===== src/rtl/fractran_sequencer.sv =====
// FRACTRAN program store and fraction scheduler: issues prog[idx] over valid/ready and walks the list on dp_done results.
// Optional step budget is enabled by defining FRACTRAN_STEP_LIMIT_EN.
module fractran_sequencer #(
  parameter int NFRAC      = 8,
  parameter int IW         = $clog2(NFRAC),
  parameter int SW         = 16,
  parameter int STEP_LIMIT = 1000
) (
  input  logic          clk,
  input  logic          rst,
  input  logic          en,
  input  logic          prog_we,
  input  logic [IW-1:0] prog_addr,
  input  logic [7:0]    prog_data,
  input  logic [IW:0]   prog_len,
  input  logic          start,
  input  logic          abort,
  output logic [7:0]    frac,
  output logic          frac_valid,
  input  logic          frac_ready,
  input  logic          dp_done,
  input  logic          dp_hit,
  output logic          busy,
  output logic          halted,
  output logic          limit_hit,
  output logic [IW-1:0] frac_idx,
  output logic [SW-1:0] step_count
);

  typedef enum logic [1:0] {IDLE, ISSUE, WAIT, HALT} state_t;

  state_t        state_reg, state_next;
  logic [IW-1:0] idx_reg, idx_next;
  logic [IW:0]   len_reg, len_next;
  logic [SW-1:0] step_reg, step_next;
  logic [SW-1:0] step_inc;
  logic          len_ok;
  logic          prog_wr;
  logic [7:0]    prog_view [NFRAC];

`ifdef FRACTRAN_STEP_LIMIT_EN
  logic limit_reg, limit_next;
  logic limit_reached;
  assign limit_reached = (step_inc == SW'(STEP_LIMIT));
  assign limit_hit     = limit_reg;
`else
  assign limit_hit = 1'b0;
`endif

  assign step_inc = (&step_reg) ? step_reg : step_reg + 1'b1;
  assign len_ok   = (prog_len != '0) && (prog_len <= (IW+1)'(NFRAC));
  assign prog_wr  = en && prog_we && (state_reg == IDLE || state_reg == HALT);

  // One register per slot so reset can clear the whole program at once.
  for (genvar gi = 0; gi < NFRAC; gi++) begin : g_slot
    logic [7:0] slot_reg;
    always_ff @(posedge clk or posedge rst) begin
      if (rst) begin
        slot_reg <= '0;
      end else if (prog_wr && prog_addr == IW'(gi)) begin
        slot_reg <= prog_data;
      end
    end
    assign prog_view[gi] = slot_reg;
  end

  always_comb begin
    state_next = state_reg;
    idx_next   = idx_reg;
    len_next   = len_reg;
    step_next  = step_reg;
`ifdef FRACTRAN_STEP_LIMIT_EN
    limit_next = limit_reg;
`endif
    if (abort) begin
      state_next = IDLE;
      idx_next   = '0;
    end else begin
      case (state_reg)
        IDLE, HALT: begin
          if (start) begin
            step_next = '0;
            if (len_ok) begin
              len_next   = prog_len;
              idx_next   = '0;
              state_next = ISSUE;
`ifdef FRACTRAN_STEP_LIMIT_EN
              limit_next = 1'b0;
`endif
            end else begin
              state_next = HALT;
            end
          end
        end
        ISSUE: begin
          if (frac_ready) state_next = WAIT;
        end
        WAIT: begin
          if (dp_done) begin
            if (dp_hit) begin
              step_next  = step_inc;
              idx_next   = '0;
              state_next = ISSUE;
`ifdef FRACTRAN_STEP_LIMIT_EN
              if (limit_reached) begin
                state_next = HALT;
                limit_next = 1'b1;
              end
`endif
            end else if ({1'b0, idx_reg} == len_reg - 1'b1) begin
              state_next = HALT;
            end else begin
              idx_next   = idx_reg + 1'b1;
              state_next = ISSUE;
            end
          end
        end
        default: state_next = IDLE;
      endcase
    end
  end

  always_ff @(posedge clk or posedge rst) begin
    if (rst) begin
      state_reg <= IDLE;
      idx_reg   <= '0;
      len_reg   <= '0;
      step_reg  <= '0;
`ifdef FRACTRAN_STEP_LIMIT_EN
      limit_reg <= 1'b0;
`endif
    end else if (en) begin
      state_reg <= state_next;
      idx_reg   <= idx_next;
      len_reg   <= len_next;
      step_reg  <= step_next;
`ifdef FRACTRAN_STEP_LIMIT_EN
      limit_reg <= limit_next;
`endif
    end
  end

  assign frac       = prog_view[idx_reg];
  assign frac_valid = (state_reg == ISSUE);
  assign busy       = (state_reg == ISSUE) || (state_reg == WAIT);
  assign halted     = (state_reg == HALT);
  assign frac_idx   = idx_reg;
  assign step_count = step_reg;

endmodule


===== config.mk =====
export PLATFORM = sky130hd
export DESIGN_NAME = fractran_sequencer
export DESIGN_NICKNAME = d
export VERILOG_FILES = /design/src/rtl/fractran_sequencer.sv
export SDC_FILE = /design/constraint.sdc
export NUM_CORES = 1
export LEC_CHECK = 0
export ABC_AREA = 1
export BUFFER_PORTS_ARGS = -buffer_cell sky130_fd_sc_hd__buf_4
export CAP_MARGIN = 10
export CELL_PAD_IN_SITES_DETAIL_PLACEMENT = 1
export CELL_PAD_IN_SITES_GLOBAL_PLACEMENT = 1
export CORE_ASPECT_RATIO = 0.7
export CORE_MARGIN = 2
export CORE_UTILIZATION = 43
export DETAILED_ROUTE_END_ITERATION = 6
export MAX_ROUTING_LAYER = met4
export PLACE_DENSITY_LB_ADDON = 0.15
export SYNTH_ARGS = -nofsm -noshare
export SYNTH_HDL_FRONTEND = slang
export SYNTH_SLANG_ARGS = --single-unit

===== constraint.sdc =====
create_clock -name clk -period 3.85 [get_ports clk]
set_input_delay 0.9625 -clock clk [delete_from_list [all_inputs] [get_ports clk]]
set_output_delay 0.9625 -clock clk [all_outputs]
set_load 0.02 [all_outputs]

==> results.md <==
* Vias in the first global route at 4277
* Area delta synth->final at 16.72%
* Top FF cell, synth: dfrtp_1
* Num CTS Buffers at 9
* Final worst slack at 0.8111 ns
* Crit-path max FO at 22
* Met3 usage at 4.680%
* Yosys warns at 0
* Die area at 11630 sq um
* Max reg flops at 64
* Final global-route overflow total at 0
* Largest net degree at the start of global routing at 37
* Pre-antenna DRT Iters at 4
* Placed cell count at 771
* Status: complete, no violations
* Combinational power share at 34.5%
* Power Density at 693.9 nW/um^2
* I/O Pins at 55
* Sw power at 0.001430 W
* Initial Utilization at 44.41%
* Post-CTS resize count at 0
* Count leader, synth: nand2_1
* Placement-stage cell area at 5102 sq um
* FMAX at 329.1 MHz
* Routing usage on met1 at 34.09%
* Crit path kind: flop to primary output
* Clk_skew at 0.006477 ns
* Max Cap Viol at 0
* Via/cell ratio at 5.263
* Clock sinks at 89
* Fill count at 1322
* Sequential share of the synthesized area at 48.07%
* CTS root buf: clkbuf_16
* Synth top area share at 48.07%
* Startpoint Class: flop
* Yosys reg bits at 89
* Clk buf depth at 2
* Syn nets at 636
* Post-DP HPWL at 9343 um
* Initial antenna violation count at 0
* First-pass GRT wire length at 22010 um
* Clock power share at 24.1%
* Met2 Track Usage GR at 38.32%
* Hold Fails Final Rpt at 0
* Worst path slowest cell: inv_1
* Share of cells above drive strength 1 at 12.82%
* Internal at 0.002323 W
* Final ANT Viol Nets at 0
* Core region area at 10430 sq um
* GRT Max-Usage Layer: met2
* Synth top cells by count: nand2_1, o21ai_0, dfrtp_1
* Post-CTS setup buffer count at 0
* VDD IR max at 0.2668 mV
* Die height at 90.85 um
* Crit path DAT at 2.08 ns
* Flop pwr share at 41.4%
* DR iter-0 viols at 243
* Via count at 4142
* Remaining routing DRC violations at 0
* Finished layout cell area at 5408 sq um
* Post-synth EDFFs at 0
* Worst Max-Slew Pin Slew at 1.119 ns
* Synth area leaders: dfrtp_1, nand2_1, o21ai_0, nor2_1, inv_1
* Ant diodes at 0
* Distinct cells, synth at 31
* FP Rows at 31
* Drt wl/cell at 16.86 um
* Max H-tree Level at 3
* # setup viols final at 0
* Synth Instances at 606
* Final cell count without fillers at 787
* Final core occ at 51.83%
* Req. time, crit path at 2.89 ns
* Routability cong. at 0.8512
* Max-slew violations at 0
* Setup TNS at 0 ns
* Post-synth ARST share at 100.0%
* CP peak stage delay at 0.47 ns
* Routed WL at 13270 um
* Synthesized area at 4633 sq um
* Hold Path Class: flop to flop
* # nets final at 680
* Horiz. Die Dim at 128.1 um
* Final period utilization at 78.93%
* Worst relative slew slack at 24.87%
* CTS clock-pin slew for the worst setup and hold paths at 0.07 ns
* Port-buffer cells at 53
* Post-synth top area cell: dfrtp_1
* Syn Area/Cell at 7.646 sq um
* CTS tree: done
* Sw Ratio at 38.10%
* RSZ-0062 raised after global routing: no
* Min Tclk post-route at 3.039 ns
* Most used cell, CP: buf_4
* P_leak at 2.603 nW
* CTS hold repair buffers at 0
* Clk_lat worst skew at 0.34 ns
* Worst slack at placement at 1.193 ns
* Crit path capture type: primary output
* Total Routing Usage GR at 24.91%
* Cell Chain, Critical Path: inv_1, buf_4, o21ai_0, nand2_1, nor2_1, a31oi_1, buf_4
==> logic make-up (layout without fill, tap and decap cells) <==
family	count (synthesis)	in the layout	synth area share [%]
AOI/OAI and AO/OA	141	141	15.64
buffers and inverters	77	126	7.075
other	1	1	0.08094
and+or+nand+nor	282	282	25.63
adders and majority gates	6	6	1.620
xor gates and xnor gates	10	10	1.890
DFF	89	89	48.07
==> cell usage in the layout, fill, tap and decap left out, types with 2 or more instances in the layout <==
cell        Yosys  routed
nand2_1       166     166
o21ai_0       106     106
dfrtp_1        89      89
nor2_1         75      75
buf_4           2      58
inv_1          50      49
nand3_1        22      22
a21oi_1        18      18
clkbuf_16       0       9
nand4_1         8       8
xor2_1          8       8
a31oi_1         8       8
ha_1            6       6
o21ai_1         5       5
clkinvlp_4      0       3
inv_2           2       2
nor4_4          2       2
o21bai_1        2       2
nand3b_1        2       2
clkinv_2        0       2
xnor2_1         2       2
==> routing by layer <==
layer	share of wire, %	vias to the layer above
met5	0	-
met4	0.93	0
met3	3.5	10
met2	46	57
met1	49	2031
li1	-	2044
==> power groups by stage <==
stage | Sequential (W) | Combinational [W] | Clock [W]
after floorplan | 0.00153 | 0.000874 | 0
after global placement | 0.00155 | 0.00125 | 0
after detailed placement | 0.00157 | 0.00130 | 0
after CTS | 0.00156 | 0.00131 | 0.000925
after global routing | 0.00161 | 0.00149 | 0.000951
final | 0.00155 | 0.00130 | 0.000903
==> final timing paths <==
| check | from | end | slack [ns] | depth (start not counted) |
|---|---|---|---|---|
| worst min register to register | g_slot[3].slot_reg[3] | g_slot[3].slot_reg[3] | 0.48 | 2 |
| worst max-delay path | frac_idx[0] | frac[5] | 0.81 | 7 |
| max in group asynchronous | rst | g_slot[7].slot_reg[5] | 2.31 | 3 |
| min in group asynchronous | rst | g_slot[5].slot_reg[0] | 0.68 | 2 |
| worst min-delay path | g_slot[3].slot_reg[3] | g_slot[3].slot_reg[3] | 0.48 | 2 |
| worst max register to register | state_reg[0] | frac_idx[2] | 1.42 | 12 |
==> through the flow <==
step	total power [W]	hold WS, ns
2_1_floorplan	0.002403	0.4478
3_3_place_gp	0.002794	0.4611
3_5_place_dp	0.002869	0.4728
4_1_cts	0.003790	0.4901
5_1_grt	0.004042	0.5167
6_report	0.003752	0.4844
==> worst max-delay path: cells and delay by family (launching register included) <==
| kind | cells | cell delay (ns) |
|---|---|---|
| flip-flops | 1 | 0.37 |
| AO/OA/AOI/OAI | 2 | 0.31 |
| buffers and inverters | 3 | 0.93 |
| AND/OR/NAND/NOR | 2 | 0.12 |
==> area by class of cell <==
| type | count | area (sq um) | area share [%] |
|---|---|---|---|
| sequential | 89 | 2227 | 41.18 |
| tap | 132 | 165.2 | 3.054 |
| multi-input combinational | 440 | 2078 | 38.43 |
| inverter | 52 | 196.4 | 3.633 |
| clock inverter | 6 | 66.31 | 1.226 |
| clock buffer | 10 | 239.0 | 4.419 |
| timing repair buffer | 58 | 435.4 | 8.052 |
No activity file was read; power rests on OpenSTA's default activity.
